## config.mk

```make
export PLATFORM = sky130hd
export DESIGN_NAME = delay_line_ctrl
export DESIGN_NICKNAME = d
export VERILOG_FILES = /design/src/rtl/delay_line_ctrl.sv
export SDC_FILE = /design/constraint.sdc
export NUM_CORES = 1
export LEC_CHECK = 0
export BUFFER_PORTS_ARGS = -buffer_cell sky130_fd_sc_hd__buf_2
export CORE_ASPECT_RATIO = 0.5
export CORE_MARGIN = 2
export CORE_UTILIZATION = 38
export DETAILED_ROUTE_END_ITERATION = 10
export PLACE_DENSITY_LB_ADDON = 0.05
export SLEW_MARGIN = 20
export SYNTH_ARGS = -nofsm -noshare
export SYNTH_HDL_FRONTEND = slang
export SYNTH_SLANG_ARGS = --single-unit
export TNS_END_PERCENT = 30
```

## constraint.sdc

```tcl
create_clock -name clk -period 2.7 [get_ports clk]
set_input_delay 0.135 -clock clk [delete_from_list [all_inputs] [get_ports clk]]
set_output_delay 0.135 -clock clk [all_outputs]
set_load 0.02 [all_outputs]
```

## src/rtl/delay_line_ctrl.sv

```systemverilog
// Address sequencer for an external simple-dual-port RAM forming a programmable delay line.
// Samples are written at wp and read back len samples later; output is held off until primed.
module delay_line_ctrl #(
    parameter int DATA_WIDTH = 25,
    parameter int ADDR_WIDTH = 9
) (
    input  logic                  clk,
    input  logic                  rst_n,
    input  logic                  cfg_valid,
    input  logic [ADDR_WIDTH-1:0] cfg_len,
    output logic                  cfg_ready,
    output logic                  cfg_err,
    input  logic                  s_valid,
    input  logic [DATA_WIDTH-1:0] s_data,
    output logic                  s_ready,
    output logic                  m_valid,
    output logic [DATA_WIDTH-1:0] m_data,
    output logic                  primed,
    output logic                  ram_we,
    output logic [ADDR_WIDTH-1:0] ram_wraddr,
    output logic [DATA_WIDTH-1:0] ram_di,
    output logic                  ram_rden,
    output logic [ADDR_WIDTH-1:0] ram_rdaddr,
    input  logic [DATA_WIDTH-1:0] ram_do
);

    typedef enum logic [1:0] {
        IDLE = 2'd0,
        FILL = 2'd1,
        RUN  = 2'd2
    } state_t;

    state_t                state_q, state_d;
    logic [ADDR_WIDTH-1:0] wp_q, wp_d;
    logic [ADDR_WIDTH-1:0] len_q, len_d;
    logic [ADDR_WIDTH-1:0] fill_q, fill_d;
    logic                  vld_p1_q, vld_p1_d;
    logic                  err_q, err_d;

    logic                  cfg_ok;
    logic                  cfg_bad;
    logic                  accept;
    logic                  fill_full;
    logic [ADDR_WIDTH-1:0] fill_inc;

    // Input handshake: a pending config always wins over a sample
    always_comb begin
        cfg_ok    = cfg_valid && (cfg_len != '0);
        cfg_bad   = cfg_valid && (cfg_len == '0);
        s_ready   = (state_q != IDLE) && !cfg_valid;
        accept    = s_valid && s_ready;
        fill_full = (fill_q == len_q);
        fill_inc  = fill_q + ADDR_WIDTH'(1);
    end

    always_comb begin
        state_d = state_q;
        case (state_q)
            IDLE: begin
                if (cfg_ok) state_d = FILL;
            end
            FILL: begin
                if (cfg_ok) begin
                    state_d = FILL;
                end else if (accept && (fill_inc == len_q)) begin
                    state_d = RUN;
                end
            end
            RUN: begin
                if (cfg_ok) state_d = FILL;
            end
            default: state_d = IDLE;
        endcase
    end

    always_comb begin
        wp_d     = wp_q;
        len_d    = len_q;
        fill_d   = fill_q;
        vld_p1_d = 1'b0;
        err_d    = cfg_bad;
        if (cfg_ok) begin
            len_d  = cfg_len;
            fill_d = '0;
        end else if (accept) begin
            wp_d     = wp_q + ADDR_WIDTH'(1);
            fill_d   = fill_full ? fill_q : fill_inc;
            vld_p1_d = fill_full;
        end
    end

    always_ff @(posedge clk) begin
        if (!rst_n) begin
            state_q  <= IDLE;
            wp_q     <= '0;
            len_q    <= '0;
            fill_q   <= '0;
            vld_p1_q <= 1'b0;
            err_q    <= 1'b0;
        end else begin
            state_q  <= state_d;
            wp_q     <= wp_d;
            len_q    <= len_d;
            fill_q   <= fill_d;
            vld_p1_q <= vld_p1_d;
            err_q    <= err_d;
        end
    end

    // p0 -> p1: the RAM read issued with an accept returns one cycle later
    always_comb begin
        cfg_ready  = 1'b1;
        cfg_err    = err_q;
        primed     = (state_q == RUN);
        ram_we     = accept;
        ram_wraddr = wp_q;
        ram_di     = s_data;
        ram_rden   = accept;
        ram_rdaddr = wp_q - len_q;
        m_valid    = vld_p1_q;
        m_data     = ram_do;
    end

endmodule

```

==> summary.md, run 1 <==
| Metric | Value |
|---|---|
| Routed Antenna Nets | `0` |
| Drt first pass iters | `4` |
| Post-synthesis mux area share | `0.008443` |
| Post-synthesis compound-gate area fraction | `0.1303` |
| Die Y | `between 50 and 60 um` |
| Total clock sinks | `31` |
| Initial antenna violation count | `0` |
| Gr usage total | `0.1659` |
| RSZ-0062 raised after global routing | `false` |
| Number of distinct library cells after synthesis | `42` |
| Final cycle utilization of the critical path | `0.9155` |
| Synth warn | `0` |
| Routed via count | `approximately 1.8k` |
| Hold path start | `cfg_len[2]` |
| CTS tree | `built` |
| Main combinational cell family by area after synthesis | `buffers and inverters` |
| Fillers | `655` |
| Post-synth EDFFs | `0` |
| Synth top cells by count | `buf_4, dfxtp_1, nand2_1, nor2_1, xor2_1` |
| FFs w/ async S/R, synth | `0` |
| CP endpoint kind | `output port` |
| Total CTS buffers | `5` |
| Standard-cell rows | `20` |
| Simple-gate share of the synthesized area | `0.2116` |
| Post-Syn Area per Cell | `8.010 um^2` |
| Cell taking the most area after synthesis | `dfxtp_1` |
| Final setup vio count | `0` |
| Diodes inserted | `0` |
| Fin Clk Skew | `0.003026 ns` |
| Routability cong. | `0.7593` |
| Synth-to-layout area growth | `0.6333%` |
| Ports | `138` |
| # DRC | `0` |
| Slew headroom | `0.6661` |
| Detail Placement HPWL | `4.427 mm` |
| Crit path required time | `2.57 ns` |
| Reg2Reg Launch Point | `fill_q[0]` |
| Mapped Cells | `296` |
| Area of the die | `6926 um^2` |
| Clk root buf | `clkbuf_16` |
| Syn Nets | `370` |
| Final worst setup slack | `0.2283 ns` |
| Die span in x | `115.7 um` |
| Largest cells by area after synthesis | `dfxtp_1, buf_4, xor2_1` |
| Total gr overflow | `0` |
| Yosys top cell area share | `0.2617` |
| Fmax | `404.6 MHz` |
| Xor/xnor share of the synthesized area | `0.1108` |
| Worst slew pin tran | `slightly below 0.5 ns` |
| Pre-CTS setup slack | `0.3983 ns` |
| Vias per inst | `~5.0` |
| Total negative slack | `0 ns` |
| # Post-CTS Setup Buffers | `0` |
| Cell Pwr Density | `535.4 nW/um^2` |
| Crit Path Category | `flop to output port` |
| Worst-Skew Late Latency | `approximately 0.28 ns` |
| P_leak | `0.9918 nW` |
| WHS | `~0.11 ns` |
| Worst path max stage delay | `~0.46 ns` |
| Total power | `1.277 mW` |
| Crit path launch | `len_q[1]` |
| Final wirelength | `5.628 mm` |
| Final #Nets | `351` |
| Synth Flop Type | `dfxtp_1` |
| Starting Density | `0.3915` |
| Critical Path AT | `2.34 ns` |
| Clock transition at the registers of the reported paths | `0.05 ns` |
| Final Hold Viols | `0` |
| Maximum root-to-sink buffer count | `2` |
| Crit start category | `flop` |
| CP Cell Sequence | `inv_1, ha_1, nor2b_1, o21ai_0, a21boi_0, o21ai_0, nor2b_1, xnor2_1, buf_2` |
| Seq/Total Area, Yosys | `0.2617` |
| Synth Area in Adders | `0.06121` |
| Min Tclk post-route | `roughly 2.5 ns` |
| CORE AREA | `between 6000 and 7000 um^2` |
| Max H-tree Level | `2` |
| Peak VDD IR | `0.1846 mV` |
| Layout cells sized above 1 | `0.1942` |
| Status | `completed` |
| Wire length per cell | `15.38 um` |
| PortBufs | `36` |
| Iter 0 DRT Violations | `58` |
| Count leader, synth | `buf_4` |
| Slew Viols, Final | `0` |
| Slowest cell on crit path | `dfxtp_1` |
| First-pass GRT wire length | `8.459 mm` |
| Hold Crit Class | `primary input to flop` |
| Max cap viols | `0` |
| Number of global-route vias before repair | `roughly 1.6k` |
| CP Max Fanout | `5` |
| Mapped Area | `2371 um^2` |
| Largest net degree at the start of global routing | `23` |
| Number of synthesized register bits | `31` |
-- where the power goes --
group / total (mW) / leakage [nW] / switching (mW) / internal [mW]
Combinational: 0.195 / 0.662 / 0.116 / 0.0789
Clock: 0.601 / 0.0772 / 0.208 / 0.392
Sequential: 0.482 / 0.253 / 0.0138 / 0.468
Total: 1.28 / 0.992 / 0.338 / 0.940
-- cell type report --
type | count | area, um^2 | share of cell area
Multi-Input combinational cell | 185 | 1242 | 0.5207
Inverter | 17 | 63.81 | 0.02674
Timing Repair Buffer | 37 | 190.2 | 0.07971
Sequential cell | 31 | 623.1 | 0.2611
Clock buffer | 8 | 156.4 | 0.06555
Tap cell | 88 | 110.1 | 0.04615
-- timing repair --
item / in CTS / in global routing
resized for setup: 0 / 4
setup endpoints to repair: 0 / 2
hold endpoints to repair: 0 / 0
hold buffers: 0 / 0
-- layout by cell type (no fill, tap or decap), types with 2 or more instances in the layout --
master      n
a21oi_1     5
mux2i_1     2
nor2_1     24
a22oi_1     2
nand3_1     7
xor2_1     17
dfxtp_2     2
buf_4       2
xnor2_1    13
dfxtp_1    29
ha_1       10
and2_1      4
nand2_1    26
or3_1       3
a211oi_1    2
nand4_1    10
buf_2      35
o21ai_0    10
clkbuf_16   5
clkbuf_8    2
inv_1      16
nor2b_1    11
a21boi_0   11
nor3_1      7
a21o_1      2
-- metal layers --
layer  vias up  routed length (um)  GRT usage
met5         -                   0          0
li1        893                   -          -
met2        68                2457     0.2581
met4         0                 127    0.08163
met1       829                2462     0.2027
met3        24                 581    0.06592
-- state kept, by name, summed over array words and instances, names as in the netlist --
name and cells:
state_q 2, ram_wraddr 9, fill_q 9, m_valid 1
cfg_err 1, len_q 9
-- path summary, 6_finish.rpt --
check                  endpoint  depth (start not counted)  slack [ns]
hold / removal         len_q[2]                          3        0.11
setup / recovery  ram_rdaddr[5]                          9        0.23
hold reg to reg        len_q[0]                          2        0.52
setup reg to reg     state_q[0]                          6        0.77
-- critical path, delay by kind of cell, from the launching register on --
| kind | cells | cell delay, ns |
|---|---|---|
| flip-flops | 1 | 0.46 |
| AND/OR/NAND/NOR | 2 | 0.32 |
| adder cells (fa/ha/maj) | 1 | 0.27 |
| buffers and inverters | 2 | 0.27 |
| XOR/XNOR | 1 | 0.15 |
| AO/OA/AOI/OAI | 3 | 0.58 |
-- logic make-up (layout without fill, tap and decap cells) --
kind of cell,Yosys count,after routing
compound gates,42,42
xor+xnor,30,30
fa+ha+maj,11,11
buf+inv,80,62
flops,31,31
mux,2,2
other cells,1,1
simple gates,99,99
-- through the flow --
stage / utilization / instances / cell area, um^2
CTS: 0.3932 / 366 / 2381
global route: 0.3940 / 366 / 2386
detailed placement: 0.3674 / 358 / 2225
global placement: 0.3674 / 358 / 2225
floorplan: - / 296 / 2371
finish: 0.3940 / 366 / 2386
Power figures use the tool's default switching activity.
==> run 2: changes to the inputs <==
Settings changed: CORE_UTILIZATION 38 to 40, PLACE_DENSITY from default to 0.77, PLACE_DENSITY_LB_ADDON 0.05 to default.
Clock period 2.7 ns to 2.2 ns, I/O delays scaled along.
==> run 2 against run 1 <==
- the run now ends with DRC, setup timing left
- highest routed layer unchanged
- sequential power up 22%
- critical endpoint is now ram_rdaddr[8]
- critical path depth is 1 higher
- core utilization grew 4.7 points
- largest cell class unchanged
==> summary.md, run 2 (synthesis results as in run 1) <==
| Metric | Value |
|---|---|
| Clock transition at the registers of the reported paths | `0.05 ns (about the same)` |
| Slew headroom | `0.6520 (-0.01406)` |
| Delay-heaviest family, CP | `adder cells` |
| Met1 wire length | `2.115 mm (-14%)` |
| Final setup vio count | `1 (+1)` |
| Most frequent cells in the layout | `buf_2, dfxtp_1, nand2_1` |
| Total gr overflow | `0 (unchanged)` |
| Starting Density | `0.4226 (+0.03108)` |
| FF-to-FF path depth | `6 (unchanged)` |
| Ports | `138 (unchanged)` |
| CP Max Fanout | `2 (-3)` |
| CTS tree | `built` |
| Final Hold Viols | `0 (unchanged)` |
| Total clock sinks | `31 (unchanged)` |
| Max H-tree Level | `2 (unchanged)` |
| Crit-path most repeated cell | `o21ai_2` |
| Highest routed metal layer | `met4` |
| Total CTS buffers | `5 (unchanged)` |
| Crit path required time | `2.09 ns (-0.48 ns)` |
| Worst slew pin tran | `0.5183 ns (+0.02094 ns)` |
| Worst-Skew Late Latency | `0.27 ns (about the same)` |
| Initial antenna violation count | `0 (unchanged)` |
| Fin Clk Skew | `0.008141 ns (+0.005115 ns)` |
| Synth-to-layout area growth | `4.433%` |
| RR Endpoint | `state_q[0]` |
| RSZ-0062 raised after global routing | `true` |
| DR WL met2 | `2.788 mm (+13%)` |
| Fmax | `around 450 MHz` |
| Cell Pwr Density | `612.0 nW/um^2 (+14%)` |
| Fillers | `539 (-18%)` |
| Maximum root-to-sink buffer count | `2 (unchanged)` |
| Die span in x | `112.9 um (-2.4%)` |
| Final worst setup slack | `-0.007915 ns (-0.2362 ns)` |
| Setup slack, reg-to-reg | `0.19 ns (-0.58 ns)` |
| Routability cong. | `0.9211 (+21%)` |
| Iter 0 DRT Violations | `128 (+120%)` |
| Area of the die | `6597 um^2 (-4.8%)` |
| P_leak | `1.049 nW (+5.7%)` |
| Slew Viols, Final | `0 (unchanged)` |
| Routed Antenna Nets | `0 (unchanged)` |
| Peak VDD IR | `0.2930 mV (+59%)` |
| # DRC | `10 (+10)` |
| Standard-cell rows | `19 (-5.0%)` |
| Worst path max stage delay | `0.37 ns (-0.09 ns)` |
| WL met3 | `670 um (+15%)` |
| Total negative slack | `-0.007915 ns (-0.007915 ns)` |
| Reg2Reg Launch Point | `fill_q[1]` |
| PortBufs | `36 (unchanged)` |
| Status | `finished, violations left` |
| Hold path endpoint | `len_q[1]` |
| Slowest cell on crit path | `fa_2` |
| Die Y | `58.44 um (-2.4%)` |
| Hold path start | `cfg_len[1]` |
| Hold Crit Class | `primary input to flop` |
| CP Cell Sequence | `inv_2, ha_4, fa_2, nor2b_2, o21ai_2, a21boi_2, o21ai_2, a21oi_2, xnor2_1, buf_4` |
| Drt first pass iters | `7 (+3)` |
| Commonest non-fill, non-tap cell in the layout | `buf_2` |
| Routed via count | `1904 (+5.0%)` |
| Final #Nets | `358 (+2.0%)` |
| Crit Path Category | `flop to output port` |
| Crit start category | `flop` |
| Final cycle utilization of the critical path | `1.004` |
| Min Tclk post-route | `between 2 and 2.5 ns` |
| Layout cells sized above 1 | `0.2667 (+0.07242)` |
| Critical Path AT | `2.10 ns (-0.24 ns)` |
| Gr usage total | `0.1646 (-0.001301)` |
| Largest net degree at the start of global routing | `23 (unchanged)` |
| Hold Crit Depth | `3 (unchanged)` |
| Diodes inserted | `0 (unchanged)` |
| Vias per inst | `5.318 (+7.3%)` |
| CORE AREA | `5610 um^2 (-7.4%)` |
| Detail Placement HPWL | `4.413 mm (-0.31%)` |
| Final wirelength | `5.678 mm (+0.89%)` |
| Max cap viols | `0 (unchanged)` |
| First-pass GRT wire length | `8.597 mm (+1.6%)` |
| Number of global-route vias before repair | `1764 (+7.6%)` |
| CP endpoint kind | `output port` |
| Clk root buf | `clkbuf_16` |
| Crit path buffers/inverters | `2 (unchanged)` |
| Wire length per cell | `15.86 um (+3.1%)` |
| Final Util | `0.4413 (+0.04734)` |
| Failing checks | `DRC, setup timing` |
[run 2: where the power goes]
part | internal [mW] | switching, mW
clock | 0.417 | 0.228
combinational | 0.124 | 0.159
sequential | 0.574 | 0.0138
total | 1.11 | 0.401
[run 2: worst reg2reg max path, stage by stage (launching register included)]
cell and delay [ns]:
dfxtp_1 0.45, ha_1 0.40, nand3_1 0.19, a21o_1 0.19, a311oi_1 0.36, o22a_1 0.22, a21oi_1 0.08
[run 2: per-stage QoR]
step	worst slack, ns	std cells	area (um^2)	power, mW	hold WS (ns)
global placement	0.05630	349	2260	0.8425	0.2202
detailed placement	0.001010	349	2260	0.8483	0.2202
finish	-0.007915	358	2476	1.515	0.1013
floorplan	0.07068	296	2380	0.9073	0.2549
CTS	-0.04274	357	2425	1.500	0.1000
global route	-0.1162	358	2476	1.581	0.1088
[run 2: layout make-up]
cell class,instances,area [um^2],area share
clock buffer,7,132.6,0.05356
clock inverter,1,5.005,0.002021
inverter,17,63.81,0.02577
multi-input combinational,185,1309,0.5286
sequential,31,626.9,0.2532
tap,73,91.34,0.03689
timing repair buffer,44,247.7,0.1001
[run 2: how the worst max path moves through the flow]
| stage | end | start | depth (start not counted) |
|---|---|---|---|
| 6_report | ram_rdaddr[8] | ram_wraddr[0] | 10 |
| 3_5_place_dp | ram_rdaddr[8] | ram_wraddr[0] | 10 |
| 4_1_cts | ram_rdaddr[8] | ram_wraddr[0] | 10 |
| 3_3_place_gp | ram_rdaddr[6] | ram_wraddr[0] | 10 |
| 5_1_grt | ram_rdaddr[6] | ram_wraddr[0] | 10 |
| 2_1_floorplan | ram_rdaddr[6] | ram_wraddr[0] | 9 |
[run 2: timing repair]
action                                 4_1_cts  5_1_grt
gates resized for setup                     15       13
hold buffers                                 0        0
endpoints found under the hold margin        0        0
pin swaps                                    2        8
setup buffers                                0        1
setup endpoints to repair                    4        4
cloned                                       0        0
[run 2: routing by layer]
metal / track usage / up-vias
met4: 0.07840 / 0
met1: 0.1828 / 869
met2: 0.2917 / 112
met3: 0.05664 / 14
met5: 0 / -
li1: - / 909
